==> src/rtl/axis_ads4246_frame_fifo.sv <==
// First-word-fall-through AXI-Stream buffer for ADS4246 sample words.
// Emits fixed-length frames with regenerated TLAST and checks the incoming TLAST.
module axis_ads4246_frame_fifo #(
  parameter int C_AXIS_TDATA_WIDTH = 32,
  parameter int C_FIFO_DEPTH_LOG2  = 4,
  parameter int C_FRAME_LEN        = 8
) (
  input  logic                              S_AXIS_ACLK,
  input  logic                              S_AXIS_ARESETN,
  input  logic                              S_AXIS_TVALID,
  input  logic [C_AXIS_TDATA_WIDTH-1:0]     S_AXIS_TDATA,
  input  logic [C_AXIS_TDATA_WIDTH/8-1:0]   S_AXIS_TSTRB,
  input  logic                              S_AXIS_TLAST,
  output logic                              S_AXIS_TREADY,
  output logic                              M_AXIS_TVALID,
  output logic [C_AXIS_TDATA_WIDTH-1:0]     M_AXIS_TDATA,
  output logic [C_AXIS_TDATA_WIDTH/8-1:0]   M_AXIS_TSTRB,
  output logic                              M_AXIS_TLAST,
  input  logic                              M_AXIS_TREADY,
  input  logic                              ENABLE,
  input  logic                              CLR_ERR,
  output logic [C_FIFO_DEPTH_LOG2:0]        FIFO_COUNT,
  output logic [15:0]                       FRAME_CNT,
  output logic                              LEN_ERR
);

  localparam int DW    = C_AXIS_TDATA_WIDTH;
  localparam int SW    = C_AXIS_TDATA_WIDTH / 8;
  localparam int AW    = C_FIFO_DEPTH_LOG2;
  localparam int DEPTH = 1 << C_FIFO_DEPTH_LOG2;

  localparam logic [AW:0] FULL_CNT = (AW+1)'(DEPTH);
  localparam logic [15:0] LAST_IDX = 16'(C_FRAME_LEN - 1);

  logic [SW+DW-1:0] mem [DEPTH];
  logic [AW-1:0]    wr_ptr;
  logic [AW-1:0]    rd_ptr;
  logic [AW:0]      count;
  logic [15:0]      in_idx;
  logic [15:0]      out_idx;
  logic [15:0]      frame_cnt;
  logic             len_err;

  logic             push;
  logic             pop;
  logic             in_last_exp;
  logic             out_last;
  logic [SW+DW-1:0] head;

  always_comb begin
    S_AXIS_TREADY = S_AXIS_ARESETN && ENABLE && (count != FULL_CNT);
    M_AXIS_TVALID = (count != '0);
    push          = S_AXIS_TVALID && S_AXIS_TREADY;
    pop           = M_AXIS_TVALID && M_AXIS_TREADY;
    in_last_exp   = (in_idx == LAST_IDX);
    out_last      = M_AXIS_TVALID && (out_idx == LAST_IDX);
    head          = mem[rd_ptr];
  end

  // Head word is forced to zero while empty so reset shows clean outputs
  // even though the storage array itself is never reset.
  assign M_AXIS_TDATA = M_AXIS_TVALID ? head[DW-1:0]       : '0;
  assign M_AXIS_TSTRB = M_AXIS_TVALID ? head[SW+DW-1:DW]   : '0;
  assign M_AXIS_TLAST = out_last;
  assign FIFO_COUNT   = count;
  assign FRAME_CNT    = frame_cnt;
  assign LEN_ERR      = len_err;

  // Storage: data path, written on push only, no reset
  always_ff @(posedge S_AXIS_ACLK) begin
    if (push) begin
      mem[wr_ptr] <= {S_AXIS_TSTRB, S_AXIS_TDATA};
    end
  end

  // Occupancy and pointers
  always_ff @(posedge S_AXIS_ACLK or negedge S_AXIS_ARESETN) begin
    if (!S_AXIS_ARESETN) begin
      wr_ptr <= '0;
      rd_ptr <= '0;
      count  <= '0;
    end else begin
      if (push) wr_ptr <= wr_ptr + 1'b1;
      if (pop)  rd_ptr <= rd_ptr + 1'b1;
      case ({push, pop})
        2'b10:   count <= count + 1'b1;
        2'b01:   count <= count - 1'b1;
        default: count <= count;
      endcase
    end
  end

  // Input framing check; in_idx free-runs and is never realigned by TLAST
  always_ff @(posedge S_AXIS_ACLK or negedge S_AXIS_ARESETN) begin
    if (!S_AXIS_ARESETN) begin
      in_idx  <= '0;
      len_err <= 1'b0;
    end else begin
      if (push) begin
        in_idx <= in_last_exp ? '0 : in_idx + 1'b1;
      end
      if (push && (S_AXIS_TLAST != in_last_exp)) begin
        len_err <= 1'b1;
      end else if (CLR_ERR) begin
        len_err <= 1'b0;
      end
    end
  end

  // Output framing
  always_ff @(posedge S_AXIS_ACLK or negedge S_AXIS_ARESETN) begin
    if (!S_AXIS_ARESETN) begin
      out_idx   <= '0;
      frame_cnt <= '0;
    end else if (pop) begin
      if (out_last) begin
        out_idx   <= '0;
        frame_cnt <= frame_cnt + 1'b1;
      end else begin
        out_idx   <= out_idx + 1'b1;
      end
    end
  end

endmodule

==> config.mk <==
export PLATFORM = sky130hd
export DESIGN_NAME = axis_ads4246_frame_fifo
export DESIGN_NICKNAME = d
export VERILOG_FILES = /design/src/rtl/axis_ads4246_frame_fifo.sv
export SDC_FILE = /design/constraint.sdc
export NUM_CORES = 1
export LEC_CHECK = 0
export ABC_AREA = 1
export CAP_MARGIN = 40
export CORE_MARGIN = 1.5
export CORE_UTILIZATION = 35
export CTS_CLUSTER_DIAMETER = 50
export DETAILED_ROUTE_END_ITERATION = 8
export DONT_BUFFER_PORTS = 1
export PLACE_DENSITY_LB_ADDON = 0.12
export REMOVE_ABC_BUFFERS = 1
export SYNTH_ARGS = -nofsm -noshare
export SYNTH_HDL_FRONTEND = slang
export SYNTH_SLANG_ARGS = --single-unit
==> constraint.sdc <==
create_clock -name S_AXIS_ACLK -period 4.3 [get_ports S_AXIS_ACLK]
set_input_delay 0.215 -clock S_AXIS_ACLK [delete_from_list [all_inputs] [get_ports S_AXIS_ACLK]]
set_output_delay 0.215 -clock S_AXIS_ACLK [all_outputs]
set_load 0.01 [all_outputs]
==> results of run 1 <==
kinds of logic (layout without fill, tap and decap cells):
group / count (synthesis) / in the layout / synth area share [%]
and+or+nand+nor: 1474 / 1474 / 23.3
DFF: 638 / 638 / 70.1
buffers and inverters: 199 / 328 / 3.70
AOI/OAI and AO/OA: 67 / 67 / 1.27
xor gates and xnor gates: 33 / 33 / 1.08
adders and majority gates: 12 / 12 / 0.558
other: 0 / 1 / 0
metrics by stage:
step	hold WS, ps	setup TNS [ps]	instance area (µm²)	setup WS, ps
detailed placement	-78.8	0	28200	1280
finish	39.6	0	31600	916
global placement	-79.2	0	28100	1330
floorplan	-80.6	-214030	26200	-5700
global route	59.3	0	31600	742
CTS	9.61	0	31600	814
sequential cells by signal, summed over array words and instances, names as in the netlist:
register,count
LEN_ERR,1
mem,576
rd_ptr,4
FRAME_CNT,16
wr_ptr,4
FIFO_COUNT,5
out_idx,16
in_idx,16
placed cells by master (no fill, tap or decap), types with 8 or more instances in the layout:
cell type | netlist | final
nor3_1 | 18 | 16
buf_12 | 0 | 12
clkinv_1 | 1 | 12
clkinv_2 | 0 | 10
bufinv_16 | 0 | 10
inv_1 | 67 | 66
o21ai_0 | 27 | 27
a21oi_1 | 38 | 38
dfrtp_1 | 62 | 58
nor2_4 | 1 | 15
xor2_1 | 25 | 25
ha_1 | 12 | 12
clkbuf_16 | 0 | 91
dlygate4sd3_1 | 0 | 40
nand2_1 | 888 | 888
nand4_1 | 14 | 14
inv_6 | 0 | 10
buf_4 | 12 | 38
clkbuf_1 | 31 | 12
xnor2_1 | 8 | 8
nor2_1 | 59 | 45
nand3_1 | 487 | 487
edfxtp_1 | 576 | 576
final cells by class:
class                           count  area, µm²
Tap cell                         1030       1290
Multi-Input combinational cell   1586       7150
Clock inverter                     56        603
Timing Repair Buffer               94       1040
Clock buffer                      106       2360
Sequential cell                   638      18900
Fill cell                        7165      44400
Inverter                           72        282
Antenna cell                        1       2.50
Yosys cell counts:
library cell  number  area share [%]
clkbuf_1          31            0.43
nand3b_1           1           0.028
inv_1             67            0.94
buf_1             16            0.22
nor2_4             1           0.042
a21boi_0           1           0.028
clkinv_1           1           0.014
buf_2             49            0.91
nand3_2            1           0.037
nand2_1          888              12
inv_2              4           0.056
buf_4             12            0.34
buf_6             19            0.80
o21ai_0           27            0.50
nor3_2             1           0.037
nand4_2            1           0.047
dfrtp_1           62             5.8
xnor2_1            8            0.26
o21bai_1           1           0.028
nor2_2             1           0.023
xor2_1            25            0.81
nor2_1            59            0.82
nand4_4            1           0.079
nand3_1          487             9.1
edfxtp_1         576              64
nand2_4            1           0.042
a21oi_1           38            0.71
nand4_1           14            0.33
ha_1              12            0.56
nor3_1            18            0.34
report_power, final:
| part | total (mW) | leakage, nW | internal, mW | switching [mW] |
|---|---|---|---|---|
| Sequential | 7.40 | 5.98 | 7.05 | 0.349 |
| Clock | 7.29 | 1.43 | 4.54 | 2.75 |
| Combinational | 5.99 | 4.30 | 1.69 | 4.31 |
worst min-delay path by stage:
stage	slack, ps	to	start
after detailed placement	-80	FRAME_CNT[6]	S_AXIS_ARESETN
after global routing	60	in_idx[14]	S_AXIS_TVALID
after CTS	10	in_idx[14]	S_AXIS_TVALID
after floorplan	-80	FIFO_COUNT[0]	S_AXIS_ARESETN
after global placement	-80	FRAME_CNT[6]	S_AXIS_ARESETN
final	40	in_idx[14]	S_AXIS_TVALID
worst register-to-register path, stage by stage (launching register included):
cell	delay, ps
dfrtp_1	460
inv_1	160
nand4_1	160
nand3_2	90
inv_1	520
nand2_1	420
nor2_4	560
buf_12	310
per-layer routing:
metal  track usage [%]  vias to the layer above
li1                  -                     8497
met1              25.4                     8886
met4              5.67                        4
met5                 0                        -
met2              30.7                      363
met3              3.34                       97
==> key figures, run 1 <==
Floorplan
  • Die width: between 200 and 300 µm
  • Die Y: ~280 µm
  • Die footprint: about 0.078 mm²
  • Initial core utilization: about 35%
  • Num rows: roughly 100
  • Total core area: 0.0759 mm²
  • Boundary pin count: roughly 100

Setup path
  • Flop-to-flop setup slack: roughly 1300 ps
  • Worst setup EP type: output pin
  • WP data arrival: about 3200 ps
  • Worst Path Required: between 4000 and 5000 ps
  • CP max stage cell: dfrtp_4
  • Most used cell, CP: nand2_1
  • Cell Chain, Critical Path: clkinv_2, buf_12, nand3_1, nand2_1, nand2_1, a21oi_1
  • Startpoint types: register
  • Critical path fanouts, max: 49
  • Crit Path Category: reg2out
  • Reg2Reg Launch Point: FIFO_COUNT[2]
  • Reg-to-reg endpoint: mem[14][35]
  • Critical path's largest stage delay: 720 ps
  • Worst path top cell family by delay: buffers and inverters
  • CP Capture Point: M_AXIS_TDATA[17]
  • Worst R2R Path Depth: 7
  • Worst Path Buf+Inv: 2
  • Critical path origin: rd_ptr[2]
  • Critical Path Stages: 6

STA
  • Period utilization: between 70% and 80%
  • Tmin final: 3380 ps
  • Clock Skews: about 14 ps
  • Max Fclk: 0.295 GHz
  • Final hold vios: 0
  • Relative slew slack: a little over two fifths
  • Worst slew pin tran: approximately 860 ps
  • RSZ-0062 raised after global routing: false
  • Max-slew violations: 0
  • # setup viols final: 0

Detailed routing
  • Met1 wire length: 33200 µm
  • DR iter-0 viols: around 1100
  • Drt first pass iters: 5
  • Final ANT Viol Nets: 0
  • Metal3 WL: 3500 µm
  • Top Metal Used: met5
  • Detailed-route via count: about 18000
  • Total routed wirelength: 72800 µm
  • DR WL/cell: 20.3 µm
  • Metal2 WL: around 35000 µm
  • DRC viols: 0
  • Drt via density: approximately 5.0

Global routing
  • Initial antenna violation count: 3
  • Total track usage: around a fifth
  • Largest net degree at the start of global routing: between 80 and 90
  • Vias in the first global route: roughly 18000
  • First-pass GRT wire length: between 100000 and 150000 µm
  • Total grt overflow: 0

Placement
  • GP Congestion: 0.808
  • Port buffer count: 0
  • Hpwl dp: approximately 39000 µm
  • Inst Count DP: ~3400

Hold path
  • Min-delay worst type: in2reg
  • Worst hold path depth: 4

Final layout
  • Post-Layout Cell Count: between 3000 and 4000
  • Layout net count: 2534
  • Final Util: 41.6%
  • Layout area overhead: 17.5%
  • Layout cell share with drive strength beyond 1: 8.82%

Synth
  • Synth Cell Area: approximately 0.027 mm²
  • Synth Register Bits: approximately 640
  • Yosys warning count: 0
  • Sequential share of the synthesized area: a little over two thirds
  • Avg Cell Area, Syn: approximately 11 µm²
  • Gate Count Post-Synth: around 2400
  • Synth unique cells: 30

Clock network
  • Resize count post-CTS: 0
  • CTS root buf: clkbuf_16
  • CTS tree: yes
  • TritonCTS Sinks: 638
  • Htree depth: 3
  • Postcts setup bufs: 0
  • Total CTS buffers: a little under 90
  • Longest Clk Path Bufs: 3
  • CTS Hold Bufs: just over 40
  • Clk pin slew, worst setup/hold paths: about 50 ps
  • Worst-Skew Late Latency: 630 ps

Pwr
  • LEAKAGE: 11.7 nW
  • Maximum vdd ir drop: 0.352 mV
  • Power per Cell Area: ~650 mW/mm²
  • Total Power: a little over 20 mW

Job
  • Maxcap violations: 0

Run status
  • Status: complete, no violations
Power figures use the tool's default switching activity.
==> inputs of run 2 (changes only) <==
Clock period 4.3 ns to 2.75 ns, I/O delays scaled along.
==> key figures, run 2 (synthesized netlist as in run 1, its figures left out) <==
Run status
  • Status: complete, no violations (unchanged)

Detailed routing
  • Drt first pass iters: 5 (unchanged)
  • Metal3 WL: 3090 µm (was 3500 µm)
  • Metal2 WL: 35400 µm (was 34600 µm)
  • Drt via density: 4.98 (about the same)
  • Final ANT Viol Nets: 0 (unchanged)
  • DRC viols: 0 (unchanged)
  • DR iter-0 viols: 1554 (was 1110)
  • Met1 wire length: 34600 µm (was 33200 µm)
  • DR WL/cell: 20.5 µm (was 20.3 µm)
  • Detailed-route via count: 18100 (was 17800)
  • Total routed wirelength: 74500 µm (was 72800 µm)
  • Top Metal Used: met5 (unchanged)

Final layout
  • Most frequent cells in the layout: nand2_1, edfxtp_1, nand3_1 (unchanged)
  • Commonest non-fill, non-tap cell in the layout: nand2_1 (unchanged)
  • Layout cell share with drive strength beyond 1: 11.0% (was 8.82%)
  • Layout filler cell count: 7184 (was 7165)
  • Layout net count: 2585 (was 2534)
  • Max reg flops: 576 (unchanged)
  • Biggest register: mem (unchanged)
  • Antenna Cells: 0 (was 1)
  • Finished Cell Area: 0.0321 mm² (was 0.0316 mm²)
  • Layout area overhead: 19.4% (was 17.5%)
  • Post-Layout Cell Count: 3629 (was 3583)

STA
  • Worst setup margin: 112 ps (was 916 ps)
  • Relative slew slack: 50.7% (was 42.8%)
  • Final hold vios: 0 (unchanged)
  • RSZ-0062 raised after global routing: true (was false)
  • Period utilization: around 96%
  • Clock Skews: 12.9 ps (was 13.7 ps)
  • # setup viols final: 0 (unchanged)
  • Tmin final: approximately 2600 ps
  • Worst slew pin tran: 737 ps (was 858 ps)
  • Max Fclk: approximately 0.38 GHz
  • WHS: 41.4 ps (was 39.6 ps)
  • Max-slew violations: 0 (unchanged)

Setup path
  • WP data arrival: 2500 ps (was 3170 ps)
  • Critical path fanouts, max: 77 (was 49)
  • Worst setup EP type: output pin (unchanged)
  • Startpoint types: register (unchanged)
  • Worst Path Required: 2610 ps (was 4090 ps)
  • Crit Path Category: reg2out (unchanged)

Clock network
  • Clk pin slew, worst setup/hold paths: 50 ps (about the same)
  • Longest Clk Path Bufs: 3 (unchanged)
  • Htree depth: 3 (unchanged)
  • TritonCTS Sinks: 638 (unchanged)
  • Total CTS buffers: 83 (was 87)
  • CTS tree: yes (unchanged)
  • CTS root buf: clkbuf_16 (unchanged)
  • Worst-Skew Late Latency: 610 ps (was 630 ps)

Floorplan
  • Num rows: 101 (unchanged)
  • Initial core utilization: 35.4% (unchanged)
  • Boundary pin count: 104 (unchanged)
  • Die footprint: 0.0785 mm² (unchanged)
  • Die width: 280 µm (unchanged)
  • Total core area: 0.0759 mm² (unchanged)
  • Die Y: 280 µm (unchanged)

Global routing
  • First-pass GRT wire length: 112000 µm (was 111000 µm)
  • Total track usage: 18.7% (about the same)
  • Vias in the first global route: 17800 (was 17700)
  • Initial antenna violation count: 1 (was 3)
  • Total grt overflow: 0 (unchanged)
  • Largest net degree at the start of global routing: 108 (was 81)

Pwr
  • Power per Cell Area: 1050 mW/mm² (was 655 mW/mm²)
  • Total Power: 33.6 mW (was 20.7 mW)
  • Maximum vdd ir drop: 0.620 mV (was 0.352 mV)
  • LEAKAGE: 12.0 nW (was 11.7 nW)

Placement
  • GP Congestion: 0.810 (was 0.808)
  • Pre-CTS setup slack: 328 ps (was 1280 ps)
  • Port buffer count: 0 (unchanged)
  • Hpwl dp: 40200 µm (was 38900 µm)
  • Placement-stage cell area: 0.0286 mm² (was 0.0282 mm²)
  • Inst Count DP: 3425 (was 3379)

Job
  • Maxcap violations: 0 (unchanged)

Hold path
  • Min-delay worst type: in2reg (unchanged)
run 2: changes by cell type in the layout (fill, tap and decap cells not counted), moves of 2 or more:
cell	delta
buf_12	+3
clkinv_2	+2
inv_6	-2
buf_6	+6
a21oi_2	+10
a21oi_1	-10
clkinv_4	-2
buf_4	+39
clkinv_1	-3
buf_16	+2
clkbuf_16	-3
clkinv_8	+2
run 2: path summary, 6_finish.rpt:
check / depth (start not counted) / endpoint / slack (ps) / start
worst max-delay path: 8 / M_AXIS_TDATA[5] / 110 / rd_ptr[0]
worst min-delay path: 2 / FRAME_CNT[2] / 40 / M_AXIS_TREADY
worst max register to register: 13 / FIFO_COUNT[4] / 290 / FIFO_COUNT[0]
worst min register to register: 2 / in_idx[4] / 520 / in_idx[4]
max in group asynchronous: 2 / rd_ptr[0] / 2370 / S_AXIS_ARESETN
min in group asynchronous: 2 / FRAME_CNT[6] / 70 / S_AXIS_ARESETN
run 2: worst max-delay path, stage by stage, from the launching register on:
cell and delay [ps]:
dfrtp_4 600, buf_16 320, nand2_1 90, nand3_1 100
nand3_1 150, nand2_1 120, nand2_1 50, a21oi_1 230
buf_4 170
run 2: final cells by class:
cell class | instances | area [µm²] | share of cell area [%]
clock inverters | 54 | 607 | 1.89
clock buffers | 100 | 2200 | 6.87
repair inverters | 1 | 11.3 | 0.0351
well taps | 1030 | 1290 | 4.02
inverters | 72 | 305 | 0.951
repair buffers | 148 | 1620 | 5.05
flip-flops and latches | 638 | 18900 | 58.8
multi-input cells | 1586 | 7200 | 22.4
run 2: what timing repair did:
item	in CTS	in global routing
gates resized for setup	7	19
setup buffers	0	3
gates cloned	1	5
setup endpoints to repair	11	28
endpoints found under the hold margin	656	0
pin swaps	0	1
hold buffers	41	0
run 2: power by group:
part           internal, mW  switching, mW  total [mW]
clock network          6.71           4.29        11.0
registers              11.0          0.383        11.4
logic                  3.80           7.42        11.2
run 2: stage by stage:
stage	utilization, %	setup TNS [ps]
global placement	37.6	0
global route	42.3	0
CTS	42.0	-6.48
finish	42.3	0
detailed placement	37.6	0
floorplan	-	-708820
run 2: routing by layer:
layer | up-vias | GRT usage, %
li1 | 8612 | -
met1 | 8958 | 26.1
met2 | 387 | 30.4
met3 | 103 | 2.76
met4 | 2 | 5.18
met5 | - | 0
